[src/rtl/pdl_pkg.sv]
`default_nettype none
// ============================================================================
// Module  : pdl_pkg
// Purpose : Shared definitions for the PDL buffer controller: default widths,
//           the operation-code encoding and the default overflow threshold.
// Rev     : 1.0  initial release
// ============================================================================
package pdl_pkg;

  localparam int PDL_ADDR_W = 10;
  localparam int PDL_DATA_W = 32;

  // Pointer value at which a PUSH raises the overflow trap
  localparam logic [PDL_ADDR_W-1:0] PDL_HIGH_WATER = 10'h3F0;

  // Operation codes carried on the op input
  localparam logic [2:0] PDL_OP_NOP    = 3'd0;
  localparam logic [2:0] PDL_OP_PUSH   = 3'd1;
  localparam logic [2:0] PDL_OP_POP    = 3'd2;
  localparam logic [2:0] PDL_OP_RD_PTR = 3'd3;
  localparam logic [2:0] PDL_OP_RD_IDX = 3'd4;
  localparam logic [2:0] PDL_OP_WR_IDX = 3'd5;
  localparam logic [2:0] PDL_OP_LD_PTR = 3'd6;
  localparam logic [2:0] PDL_OP_LD_IDX = 3'd7;

endpackage
`default_nettype wire

[src/rtl/pdl_ptr_unit.sv]
`default_nettype none
// ============================================================================
// Module  : pdl_ptr_unit
// Purpose : PDL pointer and index registers (load / increment / decrement)
//           plus the decode that selects the RAM address and read/write
//           request for the operation being accepted this cycle.
// Rev     : 1.0  initial release
// ============================================================================
module pdl_ptr_unit
  import pdl_pkg::*;
#(
  parameter int ADDR_W = PDL_ADDR_W
) (
  input  logic              clk,
  input  logic              reset_n,
  input  logic              op_valid,
  input  logic [2:0]        op,
  input  logic [ADDR_W-1:0] ld_val,
  output logic [ADDR_W-1:0] ptr,
  output logic [ADDR_W-1:0] idx,
  output logic [ADDR_W-1:0] acc_addr,
  output logic              rd_req,
  output logic              wr_req
);

  logic [ADDR_W-1:0] ptr_d, ptr_q;
  logic [ADDR_W-1:0] idx_d, idx_q;

  // Decode the accepted op: new ptr/idx, access address and strobe request.
  // All address arithmetic uses the pre-op register values and wraps.
  always_comb begin
    ptr_d    = ptr_q;
    idx_d    = idx_q;
    acc_addr = ptr_q;
    rd_req   = 1'b0;
    wr_req   = 1'b0;
    if (op_valid) begin
      case (op)
        PDL_OP_PUSH: begin
          ptr_d    = ptr_q + ADDR_W'(1);
          acc_addr = ptr_q + ADDR_W'(1);
          wr_req   = 1'b1;
        end
        PDL_OP_POP: begin
          acc_addr = ptr_q;
          rd_req   = 1'b1;
          ptr_d    = ptr_q - ADDR_W'(1);
        end
        PDL_OP_RD_PTR: begin
          acc_addr = ptr_q;
          rd_req   = 1'b1;
        end
        PDL_OP_RD_IDX: begin
          acc_addr = idx_q;
          rd_req   = 1'b1;
        end
        PDL_OP_WR_IDX: begin
          acc_addr = idx_q;
          wr_req   = 1'b1;
        end
        PDL_OP_LD_PTR: ptr_d = ld_val;
        PDL_OP_LD_IDX: idx_d = ld_val;
        default: ;
      endcase
    end
  end

  // Pointer and index registers
  always_ff @(posedge clk or negedge reset_n) begin
    if (!reset_n) begin
      ptr_q <= '0;
      idx_q <= '0;
    end else begin
      ptr_q <= ptr_d;
      idx_q <= idx_d;
    end
  end

  assign ptr = ptr_q;
  assign idx = idx_q;

endmodule
`default_nettype wire

[src/rtl/pdl_ctl.sv]
`default_nettype none
// ============================================================================
// Module  : pdl_ctl
// Purpose : Initiator side of the 1K x 32 PDL buffer RAM. Registers the RAM
//           address / strobes / write data, tracks read-data validity and
//           optionally raises overflow/underflow trap pulses.
// Config  : define PDL_BOUNDS_TRAP_EN to build the ovf/unf comparators;
//           otherwise ovf and unf are constant 0.
// Rev     : 1.0  initial release
// ============================================================================
module pdl_ctl
  import pdl_pkg::*;
#(
  parameter int                ADDR_W     = PDL_ADDR_W,
  parameter int                DATA_W     = PDL_DATA_W,
  parameter logic [ADDR_W-1:0] HIGH_WATER = PDL_HIGH_WATER
) (
  input  logic              clk,
  input  logic              reset_n,
  input  logic              op_valid,
  input  logic [2:0]        op,
  input  logic [DATA_W-1:0] l,
  input  logic [ADDR_W-1:0] ld_val,
  output logic [ADDR_W-1:0] pdla,
  output logic              prp,
  output logic              pwp,
  output logic [DATA_W-1:0] pdl_wdata,
  output logic              rd_valid,
  output logic [ADDR_W-1:0] pdlptr,
  output logic [ADDR_W-1:0] pdlidx,
  output logic              ovf,
  output logic              unf
);

  logic [ADDR_W-1:0] acc_addr;
  logic              rd_req;
  logic              wr_req;

  logic [ADDR_W-1:0] pdla_d, pdla_q;
  logic              prp_d, prp_q;
  logic              pwp_d, pwp_q;
  logic [DATA_W-1:0] wdata_d, wdata_q;
  logic              rd_valid_d, rd_valid_q;

  pdl_ptr_unit #(
    .ADDR_W (ADDR_W)
  ) u_ptr (
    .clk      (clk),
    .reset_n  (reset_n),
    .op_valid (op_valid),
    .op       (op),
    .ld_val   (ld_val),
    .ptr      (pdlptr),
    .idx      (pdlidx),
    .acc_addr (acc_addr),
    .rd_req   (rd_req),
    .wr_req   (wr_req)
  );

  // Strobe pipeline: address and write data are captured only when a
  // strobe fires, so they hold between accesses; rd_valid trails prp by one
  // cycle to match the RAM's synchronous read.
  always_comb begin
    prp_d      = rd_req;
    pwp_d      = wr_req;
    pdla_d     = (rd_req || wr_req) ? acc_addr : pdla_q;
    wdata_d    = wr_req ? l : wdata_q;
    rd_valid_d = prp_q;
  end

  // Registered RAM interface
  always_ff @(posedge clk or negedge reset_n) begin
    if (!reset_n) begin
      pdla_q     <= '0;
      prp_q      <= 1'b0;
      pwp_q      <= 1'b0;
      wdata_q    <= '0;
      rd_valid_q <= 1'b0;
    end else begin
      pdla_q     <= pdla_d;
      prp_q      <= prp_d;
      pwp_q      <= pwp_d;
      wdata_q    <= wdata_d;
      rd_valid_q <= rd_valid_d;
    end
  end

  assign pdla      = pdla_q;
  assign prp       = prp_q;
  assign pwp       = pwp_q;
  assign pdl_wdata = wdata_q;
  assign rd_valid  = rd_valid_q;

`ifdef PDL_BOUNDS_TRAP_EN
  logic ovf_d, ovf_q;
  logic unf_d, unf_q;

  // Trap detection against the pre-op pointer; the op itself still executes
  always_comb begin
    ovf_d = op_valid && (op == PDL_OP_PUSH) && (pdlptr == HIGH_WATER);
    unf_d = op_valid && (op == PDL_OP_POP)  && (pdlptr == '0);
  end

  // Single-cycle trap pulses aligned with the strobes
  always_ff @(posedge clk or negedge reset_n) begin
    if (!reset_n) begin
      ovf_q <= 1'b0;
      unf_q <= 1'b0;
    end else begin
      ovf_q <= ovf_d;
      unf_q <= unf_d;
    end
  end

  assign ovf = ovf_q;
  assign unf = unf_q;
`else
  // Threshold has no consumer when traps are not built
  logic unused_high_water;
  assign unused_high_water = ^HIGH_WATER;
  assign ovf = 1'b0;
  assign unf = 1'b0;
`endif

endmodule
`default_nettype wire

[config.mk]
export PLATFORM = sky130hd
export DESIGN_NAME = pdl_ctl
export DESIGN_NICKNAME = d
export VERILOG_FILES = /design/src/rtl/pdl_pkg.sv /design/src/rtl/pdl_ptr_unit.sv /design/src/rtl/pdl_ctl.sv
export SDC_FILE = /design/constraint.sdc
export NUM_CORES = 1
export LEC_CHECK = 0
export ABC_AREA = 1
export BUFFER_PORTS_ARGS = -buffer_cell sky130_fd_sc_hd__buf_2
export CORE_ASPECT_RATIO = 1.75
export CORE_UTILIZATION = 35
export CTS_BUF_LIST = sky130_fd_sc_hd__clkbuf_16
export DETAILED_ROUTE_END_ITERATION = 10
export GPL_ROUTABILITY_DRIVEN = 0
export PLACE_DENSITY = 0.65
export SKIP_CTS_REPAIR_TIMING = 1
export SLEW_MARGIN = 20
export SYNTH_ARGS = -nofsm -noshare
export SYNTH_HDL_FRONTEND = slang
export SYNTH_SLANG_ARGS = --single-unit
[constraint.sdc]
create_clock -name clk -period 1.4 [get_ports clk]
set_input_delay 0.21 -clock clk [delete_from_list [all_inputs] [get_ports clk]]
set_output_delay 0.21 -clock clk [all_outputs]
set_load 0.02 [all_outputs]
# Word-level counts from Yosys, hierarchy flattened
# Index checks and enable logic that the tools add are counted.
[classes]
n_addsub = 2
eq_ne = 7
n_mux = 7
reduce_logical = 7
[op_table]
columns = ["cell", "count"]
rows = [
  ["10-bit one-hot mux with 3 select lines", 1],
  ["10-bit one-hot mux with 2 select lines", 1],
  ["3-bit equality test, second input constant", 4],
  ["10-bit by 1-bit adder with 10-bit output, second input constant", 1],
  ["10-bit 2-to-1 mux", 1],
  ["10-bit by 1-bit subtractor with 10-bit output, second input constant", 1],
  ["3-bit by 2-bit equality test with 1-bit output, second input constant", 2],
  ["1-bit 2-to-1 mux", 4],
  ["2-bit AND reduction", 2],
  ["2-bit OR reduction", 2],
  ["3-bit by 1-bit equality test with 1-bit output, second input constant", 1],
  ["3-bit nonzero test", 1],
  ["3-bit OR reduction", 1],
  ["1-bit logical OR", 1],
]
[word_totals]
regBits = 65
output_inout_bits = 67

# Longest topological paths before layout
# Gate-level depths: netlist of run 1.
[depth]
word_depth = 5
depth_mapped = 11
mapped_depth_nobuf = 11

# Modules after synthesis
# A second synthesis of run 1 with hierarchy kept.
[unflattened]
hier_cells = 418
area_unflattened_um2 = 3449.6
[by_module_without_submodules]
columns = ["module", "instances", "cells_each", "area_per_inst_um2", "seq_area_each_um2"]
rows = [
  ["pdl_ctl", 1, 184, 1870.5, 1126.1],
  ["pdl_ptr_unit", 1, 234, 1579.0, 500.5],
]

# Least setup slack after synthesis of run 1
# Ideal clock, no wire load.
[synth_timing]
path_type = "register to register"
from = "reg u_ptr.ptr_q[0] (netlist: u_ptr.ptr[0])"
to = "reg u_ptr.ptr_q[8] (netlist: u_ptr.ptr[8])"
arrival_ps = 1372
required_time_ps = 1282
path_slack_ps = -90
path_stages_with_launch = 12
path_buffers = 0
cell_sequence = "dfrtp_1 > inv_1 > ha_1 > inv_1 > nor2_1 > nand2_1 > nor2_1 > nand2_1 > nand2_1 > nor2_1 > nor2_1 > nor2_1"
[synth_between]
elab_chain_cells = 2
[synth_rtl]
columns = ["element", "line", "text"]
rows = [
  ["from (decl)", "pdl_ptr_unit.sv:26", "logic [ADDR_W-1:0] ptr_d, ptr_q;"],
  ["from (signal assigned)", "pdl_ptr_unit.sv:74", "ptr_q <= ptr_d;"],
  ["10-bit by 1-bit subtractor with 10-bit output / 10-bit by 1-bit adder with 10-bit output (equally long branches)", "pdl_ptr_unit.sv:47, pdl_ptr_unit.sv:40", ""],
  ["10-bit one-hot mux with 3 select lines *", "pdl_ptr_unit.sv:38", "case (op)"],
]
# Every way passes the cells marked *; elsewhere a longest branch is shown, timed or not.
# A chain may end at the register's enable or synchronous reset.

# Worst setup path after layout of run 1
[layout_timing]
from = "reg u_ptr.ptr_q[1] (netlist: u_ptr.ptr[1])"
to = "reg u_ptr.ptr_q[8] (netlist: u_ptr.ptr[8])"
# The elaborated chain is that of the path after synthesis.

==> results of run 1 <==
[flip-flops by register name (all words and copies together) (netlist names)]
name / flops
pdl_wdata: 32
pdla: 10
u_ptr.idx: 10
u_ptr.ptr: 10
prp: 1
pwp: 1
rd_valid: 1
[worst max-delay path by stage]
stage	slack, ps	end	start
after CTS	-70	u_ptr.ptr[8]	u_ptr.ptr[0]
after global placement	-10	u_ptr.ptr[8]	u_ptr.ptr[0]
after floorplan	-20	u_ptr.ptr[8]	u_ptr.ptr[0]
final	20	u_ptr.ptr[8]	u_ptr.ptr[1]
after detailed placement	-60	u_ptr.ptr[8]	u_ptr.ptr[0]
after global routing	-90	u_ptr.ptr[8]	u_ptr.ptr[0]
[cells in the final DEF (no fill, tap or decap), drive strengths merged]
| cell | netlist | routed |
|---|---|---|
| dfrtp | 65 | 65 |
| conb | 1 | 2 |
| a31oi | 1 | 1 |
| o21bai | 1 | 1 |
| nand3 | 26 | 26 |
| inv | 35 | 37 |
| a21oi | 16 | 16 |
| xor2 | 3 | 3 |
| o211ai | 5 | 5 |
| nor2 | 59 | 59 |
| mux2 | 3 | 3 |
| bufinv | 0 | 2 |
| nand2 | 165 | 165 |
| dlygate4sd3 | 0 | 1 |
| clkbuf | 5 | 9 |
| nor3 | 1 | 1 |
| o21ai | 22 | 22 |
| buf | 11 | 137 |
| a22oi | 1 | 1 |
| clkinvlp | 0 | 2 |
| nand4 | 1 | 1 |
| clkinv | 1 | 2 |
| a21boi | 1 | 1 |
| ha | 2 | 2 |
| o22a | 2 | 2 |
[cell type report]
class | instances | area share (%)
sequential | 65 | 36.3
multi-input combinational | 311 | 32.2
timing repair buffer | 138 | 17.8
clock buffer | 9 | 5.01
tap | 120 | 3.34
inverter | 36 | 3.00
clock inverter | 7 | 2.25
[per-layer routing]
metal  up-vias  track usage, %  part of all wire [%]
met5         -               0                     0
met4         0            11.8                   4.1
met3        27            4.35                   6.2
met2       145            35.3                    50
met1      1471            24.2                    39
li1       1600               -                     -
[critical path, cell delays in order, from the launching register on]
cell and delay [ps]:
dfrtp_2 430, inv_2 90, ha_4 140, inv_2 40, nor2_2 110, nand2_1 80, nor2_2 100, nand2_1 50
nand2_1 60, nor2_1 40, nor2_1 80, nor2_1 50
[through the flow]
stage	setup TNS, ps	util, %	hold slack [ps]	total power, mW
finish	0	49.8	68.9	7.64
CTS	-171	48.7	-103	7.50
detailed placement	-106	45.1	257	5.02
global route	-453	49.8	71.6	8.05
global placement	-11.9	45.1	255	4.98
floorplan	-21.9	-	-85.6	4.02
[logic make-up after synthesis]
kind of cell / Yosys count / synth area share, %
AO/OA/AOI/OAI: 49 / 8.48
XOR/XNOR: 3 / 0.813
adder cells (fa/ha/maj): 2 / 0.774
buffers and inverters: 52 / 7.01
flip-flops: 65 / 50.3
multiplexers: 3 / 1.05
other: 1 / 0.116
AND/OR/NAND/NOR: 252 / 31.4
[power groups by stage]
stage	Combinational (mW)	Clock (mW)	Sequential, mW
2_1_floorplan	0.969	0	3.05
3_3_place_gp	2.34	0	2.64
3_5_place_dp	2.37	0	2.65
4_1_cts	2.38	2.50	2.63
5_1_grt	2.76	2.57	2.72
6_report	2.51	2.47	2.66
==> results.md, run 1 <==
Placed design:
- The count of buffers from port buffering is 112.
- The number of cells in the design after placement is 668.
- In this run the cell area measured after placement is 4080 µm².
- The half-perimeter wire length after detailed placement is 7.00 mm.
- The worst slack at placement is -58.3 ps.

Final layout:
- The multi-input logic area is 1450 µm².
- After filler insertion, the fill cell instance count of the layout stands at 913.
- With fillers left out, the area of the finished cells amounts to 4500 µm².
- The proportion of layout cells with a drive suffix above 1 is 33.7%.
- The antenna diode instance count is 0.
- The sequential cell area is 1640 µm².
- The area growth from synthesis to final layout is 39.2%.
- The count of placed standard cells in the final layout, fillers left out is 686.
- At the end of the flow, the number of nets in the layout was 611.

Detailed routing:
- The number of iterations in the first detailed-routing pass is 4.
- Using the TritonRoute via totals, the vias-per-cell ratio works out to 4.73.
- For this run, design rule violations remaining after detail routing come to 0.
- Detailed routing inserted a total of 3243 vias.
- The routed design has 9.40 mm of wire.
- In this run, the number of DRC markers left after iteration 0 of detailed routing was 244.
- Dividing the detail-routed wire length by the instance count gives 13.7 µm.
- The post-route antenna net violation count is 0.

Global route:
- Across every metal layer, demand over resource in global routing totals 21.0%.
- Summed over all layers, the global routing overflow is 0.
- The global-route wire length before repair is 15.2 mm.
- The initial antenna violation count came to 0.
- The maximum number of pins on one net before global-route repair is 66.
- The number of global-route vias before repair is 3232.

Job:
- Max-cap violations in this run came to 0.

Logic synthesis:
- The most used flip-flop cell after synthesis is dfrtp_1.
- The commonest cells after synthesis are 163 x nand2_1, 65 x dfrtp_1, 56 x nor2_1, 32 x inv_1, 25 x nand3_1.
- For this run, the number of Yosys warnings is 0.
- In the post-synthesis netlist, the biggest area contributors are dfrtp_1 50%, nand2_1 19%, nor2_1 6.5%.
- The netlist uses 30 different library cells.
- Counting every instance in the synthesized netlist gives 427.
- The share of the Yosys chip area taken by registers is 50.3%.
- Synthesis inferred 65 register bits.
- The area of the mapped netlist is 3230 µm².
- In this run the mean area of a mapped cell was 7.57 µm².
- The area share of the largest cell type after synthesis is 50.3%.
- The biggest area contributor in the post-synthesis netlist is dfrtp_1.
- Counting flops with an async set or reset pin after synthesis yields a share of 100%.
- Counting flops with a built-in enable in the synthesized netlist gives 0.
- The cell with the most instances after synthesis is nand2_1.

Setup path:
- The number of cells on the worst reg-to-reg path is 11.
- The worst setup path is launched from a flop.
- The endpoint of the most critical register-to-register path is u_ptr.ptr[8].
- Data on the critical path arrives at its endpoint at 1600 ps.
- In this run the register-to-register setup slack is 20 ps.
- In this run the critical register-to-register path is launched from u_ptr.ptr[1].
- The critical path class is flop to flop.
- The data required time of the worst path is 1620 ps.
- Of all nets on the critical path, the largest fanout is 3.
- The endpoint class of the critical path is a flop.

Power:
- The switching power as a share of total power is 37.2%.
- The clock network burns 32.3% of the power.
- Across the VDD grid, the largest voltage drop is 805 µV.
- The leakage dissipation is 2.40 nW.
- The combinational cell fraction of total power is 32.9%.
- For this design the total switching power over the nets is 2.84 mW.
- The internal portion of total power is 4.80 mW.
- The sequential fraction of design power is 34.8%.
- For this design the ratio of total power to cell area is 1700 nW/µm².

STA:
- The highest clock rate is 726 MHz.
- The final count of hold timing violations is 0.
- The final critical delay including setup and external delays is 1380 ps.
- The worst path meets setup with 21.8 ps of slack.
- The post-route clock period utilization is 98.4%.
- The number of pins with negative max-slew slack in the final report is 0.
- The count of endpoints failing setup in the final report is 0.
- For the final database, setup skew stands at 7.04 ps.
- Setup repair after global routing could not meet its margin everywhere.

Hold path:
- The startpoint identified for the worst hold timing path is l[15].
- The path with the worst hold slack has its endpoint at pdl_wdata[15].
- The number of cells traversed by the worst hold path is 3.
- The classification of the worst-slack hold path is primary input to flop.

Floorplan:
- The die covers 9640 µm².
- The number of cell rows is 46.
- The total core area is 9040 µm².
- The die is 74.6 µm wide.
- Once the floorplan was initialized, standard cells occupied 35.8% of the core.
- The die boundary height is 129 µm.
- The top-level I/O count is 115.

Clock tree:
- The clock insertion delay at the later pin of the skew report is 330 ps.
- In this run the number of H-tree levels came out at 3.
- Clock-pin slew was measured on the worst setup and hold paths at 60 ps.
- TritonCTS built the clock tree.
- Counting along the longest clock path gives a buffer depth of 2.
- Clock tree synthesis inserted a total of 9 buffers.
- The number of clock sinks is 65.
- The root buffer cell is clkbuf_16.

Run status:
- The flow ran to the end, and the final reports show no timing, DRC or antenna violations.
(Power assumes the default switching activity.)
==> inputs of run 2 (changes only) <==
GPL_TIMING_DRIVEN = 0   (was not set)
==> run 2 against run 1 <==
  * The flow now finishes with violations (negative setup slack)
  * Core utilization down 0.17 points
  * Sequential cell count unchanged
  * Die area is the same
  * Combinational power increased by 3%
  * Hold slack got worse by 11 ps
  * Worst setup slack lost 88 ps
  * Power rose by 0.57%
  * Clock power hardly changed
  * Sequential power about the same
  * Routed wire length grew 2.5%
  * Highest routed layer unchanged
  * Clock skew fell by 2.7 ps
==> results.md, run 2 (same netlist as run 1, synthesis figures left out) <==
Run status:
- The flow ran to the end, but the final reports show violations.
- The final reports fail on negative setup slack.

Final layout:
- The library cells used most frequently in the layout, excluding fill and tap cells, are 157 x nand2_1, 114 x buf_2, 61 x dfrtp_1.
- Once layout is done, the placed cells without fillers occupy 4480 µm².
- The register with the most flip-flops in the layout has 32 of them.
- At the end of the flow, the number of nets in the layout was 610.
- The most common library cell in the layout ignoring fill and taps is nand2_1.
- The area growth from synthesis to layout is 38.8%.
- The repair_antennas step left the layout with diodes totalling 0.
- The proportion of layout cells with a drive suffix above 1 is 34.0%.

Placed design:
- Once detailed placement completed, the half-perimeter wirelength came to 7.13 mm.
- The area of placed instances is 3970 µm².
- Buffers placed on the I/O ports in this run total 111.

Floorplan:
- The horizontal die dimension is 74.6 µm.
- The full die area is 9640 µm².
- The top-level I/O count is 115.
- The initial cell density of the core is 35.8%.
- The total core area is 9040 µm².
- From bottom edge to top edge, the die measures 129 µm.
- The number of cell rows is 46.

Setup path:
- The maximum fanout along the worst path is 4.
- Data on the critical path arrives at its endpoint at 1740 ps.
- The worst register-to-register path has a setup slack of -70 ps.
- The logic depth of the worst register-to-register path is 8.
- The data required time of the worst path is 1670 ps.
- STA classifies the critical path startpoint as a flop.
- The endpoint class of the critical path is a flop.
- The critical path class is flop to flop.

STA:
- The final count of hold timing violations is 0.
- The count of endpoints failing setup in the final report is 7.
- The final critical delay including setup and external delays is 1470 ps.
- Clock skew on the completed layout was measured at 4.39 ps.
- Dividing the final minimum period by the clock period gives 105%.
- Setup repair after global routing could not meet its margin everywhere.
- The worst hold margin is 58.4 ps.
- The highest clock rate is 682 MHz.
- Setup slack on the critical path of the routed design comes to -66.2 ps.
- The number of pins with negative max-slew slack in the final report was 0.

Detailed routing:
- The final routed wire length divided by cell count is 14.1 µm.
- The number of iterations in the first detailed-routing pass is 4.
- In the routed design, unresolved DRC markers number 0.
- The routed design has 9.64 mm of wire.
- The post-route antenna net violation count is 0.
- The number of vias after detailed routing is 3311.
- After detailed routing, the number of vias per cell comes to 4.83.
- The detailed router finished its first iteration with 165 violations.

Global route:
- For this run the aggregate overflow at the end of global routing stands at 0.
- The global-route wire length before repair is 14.4 mm.
- The total track usage is 20.1%.
- The number of global-route vias before repair was 3099.
- Entering global routing, the biggest net connects 35 pins.
- The initial antenna violation count is 0.

Clock tree:
- Counting along the longest clock path gives a buffer depth of 2.
- The clock insertion delay at the later pin of the skew report is 340 ps.
- The clock tree synthesis step divided the H-tree into 3 levels.
- The number of clock sinks is 65.
- The root buffer cell is clkbuf_16.
- The clock-pin transition on the worst setup and hold timing paths is 60 ps.
- Clock tree synthesis inserted a total of 9 buffers.
- The clock tree from TritonCTS is yes.

Hold path:
- The classification of the worst-slack hold path is primary input to flop.
- Along the worst hold path, the cell count comes to 3.

Power:
- The largest voltage drop on the vdd net is 888 µV.
- The leakage dissipation is 2.39 nW.
- The power density over cell area is 1710 nW/µm².

Job:
- Across the run, the number of max-cap violations was 0.
==> run 2: report_power, final <==
| part | internal (mW) | switching, mW | leakage, nW | total, mW |
|---|---|---|---|---|
| combinational | 0.946 | 1.63 | 1.45 | 2.58 |
| clock | 1.58 | 0.896 | 0.154 | 2.47 |
| sequential | 2.28 | 0.357 | 0.785 | 2.63 |
==> run 2: final cells by class <==
| class | count | area [µm²] |
|---|---|---|
| fillers | 909 | 4550 |
| flip-flops and latches | 65 | 1630 |
| multi-input cells | 311 | 1480 |
| repair buffers | 122 | 666 |
| clock buffers | 9 | 225 |
| well taps | 120 | 150 |
| inverters | 36 | 138 |
| clock inverters | 7 | 104 |
| plain buffers | 15 | 92.6 |
==> run 2: per-stage QoR <==
step	setup TNS (ps)	instances	util (%)	worst slack (ps)	total power [mW]
2_1_floorplan	-21.9	428	-	-21.9	4.02
3_3_place_gp	-9840	659	43.7	-258	4.83
3_5_place_dp	-936	660	43.9	-125	4.88
4_1_cts	-565	676	47.6	-136	7.36
5_1_grt	-906	685	49.6	-159	8.07
6_report	-202	685	49.6	-66.2	7.68
==> run 2: layer usage <==
| metal | up-vias | wire length [µm] | global-route usage [%] |
|---|---|---|---|
| met3 | 38 | 605 | 5.60 |
| met4 | 0 | 436 | 11.3 |
| li1 | 1595 | - | - |
| met1 | 1535 | 3640 | 20.5 |
| met2 | 143 | 4960 | 35.7 |
| met5 | - | 0 | 0 |
==> run 2: path summary, 6_finish.rpt <==
check                                     to         start
worst max-delay path            u_ptr.ptr[6]  u_ptr.ptr[1]
worst min-delay path            pdl_wdata[1]          l[1]
worst max register to register  u_ptr.ptr[6]  u_ptr.ptr[1]
worst min register to register      rd_valid           prp
max in group asynchronous       u_ptr.ptr[8]       reset_n
min in group asynchronous                pwp       reset_n
==> run 2: critical path, stage by stage, from the launching register on <==
cell and delay [ps]:
dfrtp_2 460, inv_2 120, ha_4 160, nand2_1 90
nor2_2 180, nand3_1 90, a21oi_1 180, nor2_2 50
nor2_1 80
==> inputs of run 3 (changes only) <==
CORE_MARGIN = 10   (was not set)
==> run 3 against run 2 <==
  * The run still ends with negative setup slack left
  * Sequential cell count stayed put
  * Maximum frequency is 2.6% higher
  * Global-route usage is 4.8 points lower
  * Critical path depth stayed put
  * Register-to-register slack better by 40 ps
  * Power is 2.6% lower
  * Non-clock buffer count is 3 lower
  * Combinational power is 3% lower
  * Count of clock-buffer cells in the layout stayed put
  * Hold slack better by 4.4 ps
  * Clock power is 7% lower
  * Largest cell class unchanged
==> results.md, run 3 (same netlist as run 1, synthesis figures left out) <==
Run status:
- The flow ran to the end, but the final reports show violations.
- The checks that failed: negative setup slack.

Clock tree:
- The later pin in the worst-skew pair is clocked with a latency of 330 ps.
- Clock tree synthesis found a total of 65 sinks.
- The cell sitting at the root of the clock tree is a clkbuf_16.
- TritonCTS built the clock tree.
- The H-tree level count is 3.
- In this run the deepest clock path goes through 2 buffers.
- The clock-pin transition on the worst setup and hold timing paths is 60 ps.
- Clock tree synthesis inserted a total of 9 buffers.

Detailed routing:
- After detailed routing, the number of remaining DRC violations is 0.
- The post-route antenna net violation count is 0.
- The DRC marker count from the first detailed-route iteration is 162.
- For this block, the via count after detailed routing is 3263.
- The number of iterations in the first detailed-routing pass is 5.
- The final routed wire length divided by cell count is 15.4 µm.
- The wire length after detailed routing is 10.5 mm.
- In the routed layout, each cell is associated on average with a via count of 4.78.

Final layout:
- Leaving out fill and tap cells, the most frequent cells in the layout are 161 x nand2_1, 115 x buf_2, 60 x dfrtp_1.
- In the final layout, the share of cells above drive strength 1 is 32.9%.
- The most common library cell in the layout ignoring fill and taps is nand2_1.
- The number of antenna diodes in the final layout is 0.
- The net count of the finished layout is 607.
- The area growth from synthesis to final layout is 37.4%.
- At the end of the flow the core is filled with cells to 49.1%.
- The register with the most flip-flops in the layout has 32 of them.

Setup path:
- The endpoint class of the critical path is a flop.
- The data required time of the worst path is 1620 ps.
- The top cell family by delay on the critical path is simple AND/OR/NAND/NOR gates.
- The cell with the largest stage delay on the worst path is dfrtp_2.
- The critical path is of the flop to flop type.
- In this run the critical register-to-register path is captured at u_ptr.ptr[7].
- Counting both buffers and inverters, the worst setup path holds a total of 1.
- Traced cell by cell, the critical path runs through buf_4, nand3_4, nor2_4, nand3_1, nand3_1, nand2_1, nor2_1, nor2_1.
- In this run the register-to-register setup slack is -30 ps.
- The logic depth of the worst register-to-register path is 8.
- In this design, the stage delay of the slowest critical-path cell is 470 ps.
- In this run the critical register-to-register path is launched from u_ptr.ptr[0].
- Of all nets on the critical path, the largest fanout is 6.
- The category of the worst setup path launch point is a flop.
- The data arrival time of the worst path is 1650 ps.

STA:
- The number of pins with negative max-slew slack in the final report is 0.
- The highest clock rate is 700 MHz.
- Clock skew on the completed layout was measured at 4.79 ps.
- The count of endpoints failing setup in the final report is 5.
- Setup repair after global routing could not meet its margin everywhere.
- The post-route clock period utilization is 102%.
- The final count of hold timing violations is 0.
- In the final timing run, aggregate negative setup slack is -77.0 ps.
- The worst hold margin is 62.7 ps.
- Counting I/O delays and the setup requirement, the final critical path takes 1430 ps.
- The minimum setup slack in the final design is -28.8 ps.

Placed design:
- The count of buffers from port buffering is 111.
- Once detailed placement completed, the half-perimeter wirelength came to 8.06 mm.
- Timing analysis after detailed placement gives a worst setup slack of -139 ps.

Hold path:
- The hold-critical path endpoint is pdl_wdata[1].
- The startpoint identified for the worst hold timing path is l[1].
- The number of cells traversed by the worst hold path is 3.
- The min-delay analysis places its worst path in the category primary input to flop.

Power:
- Across the VDD grid, the largest voltage drop is 908 µV.
- The analysis attributes to cell leakage a power of 2.37 nW.
- The power density over cell area is 1680 nW/µm².

Global route:
- Across every metal layer, demand over resource in global routing totals 15.3%.
- The first global-routing pass estimated 16.6 mm of wire.
- Entering global routing, the biggest net connects 55 pins.
- For this run the aggregate overflow at the end of global routing stands at 0.
- The number of global-route vias before repair was 3399.
- The initial antenna violation count was 1.

Floorplan:
- The die covers 13600 µm².
- The total core area is 9040 µm².
- 115 I/O pins were placed.
- The initial cell density of the core is 35.8%.
- Measured along the x axis, the die boundary spans 92.6 µm.
- The number of cell rows is 46.
- The floorplan step set the die height to 147 µm.

Job:
- The tool flagged a number of max-cap violations equal to 0.
==> run 3: changes by cell type in the layout (fill, tap and decap cells not counted), sizes merged <==
cell / delta
clkbuf: +1
buf: -4
clkinv: +2
bufinv: -1
clkinvlp: -1
==> run 3: routing by layer <==
| layer | up-vias | share of wire (%) | track usage (%) |
|---|---|---|---|
| met4 | 0 | 2.2 | 5.89 |
| met3 | 18 | 10 | 7.30 |
| met2 | 130 | 52 | 26.9 |
| met5 | - | 0 | 0 |
| met1 | 1519 | 36 | 14.9 |
| li1 | 1596 | - | - |
==> run 3: cell type report <==
cell class / instances / area (µm²)
fill: 906 / 4600
buffer: 14 / 85.1
multi-input combinational: 311 / 1480
clock buffer: 9 / 225
inverter: 36 / 138
clock inverter: 7 / 80.1
tap: 120 / 150
timing repair buffer: 120 / 648
sequential: 65 / 1630
==> run 3: metrics by stage <==
step                      cells  area [µm²]  total power, mW
after CTS                   676        4280             7.24
final                       682        4440             7.48
after global routing        682        4440             7.94
after detailed placement    660        3980             4.93
after global placement      659        3950             4.88
after floorplan             428        3240             4.02
==> run 3: power breakdown <==
group	switching [mW]	internal, mW	total [mW]
sequential	0.397	2.28	2.67
clock	0.900	1.40	2.30
combinational	1.60	0.909	2.51
==> run 3: worst reg2reg max path, cell delays in order (launching register included) <==
cell and delay [ps]:
dfrtp_2 470, buf_4 150, nand3_4 90, nor2_4 180, nand3_1 110, nand3_1 100, nand2_1 70, nor2_1 100
nor2_1 50
==> run 3: worst max path at each step <==
stage	to	slack, ps	from	depth (start not counted)
4_1_cts	u_ptr.ptr[8]	-150	u_ptr.ptr[0]	11
2_1_floorplan	u_ptr.ptr[8]	-20	u_ptr.ptr[0]	11
5_1_grt	u_ptr.ptr[6]	-150	u_ptr.ptr[0]	9
3_3_place_gp	u_ptr.ptr[1]	-290	reset_n	1
6_report	u_ptr.ptr[7]	-30	u_ptr.ptr[0]	8
3_5_place_dp	u_ptr.ptr[8]	-140	u_ptr.ptr[0]	11
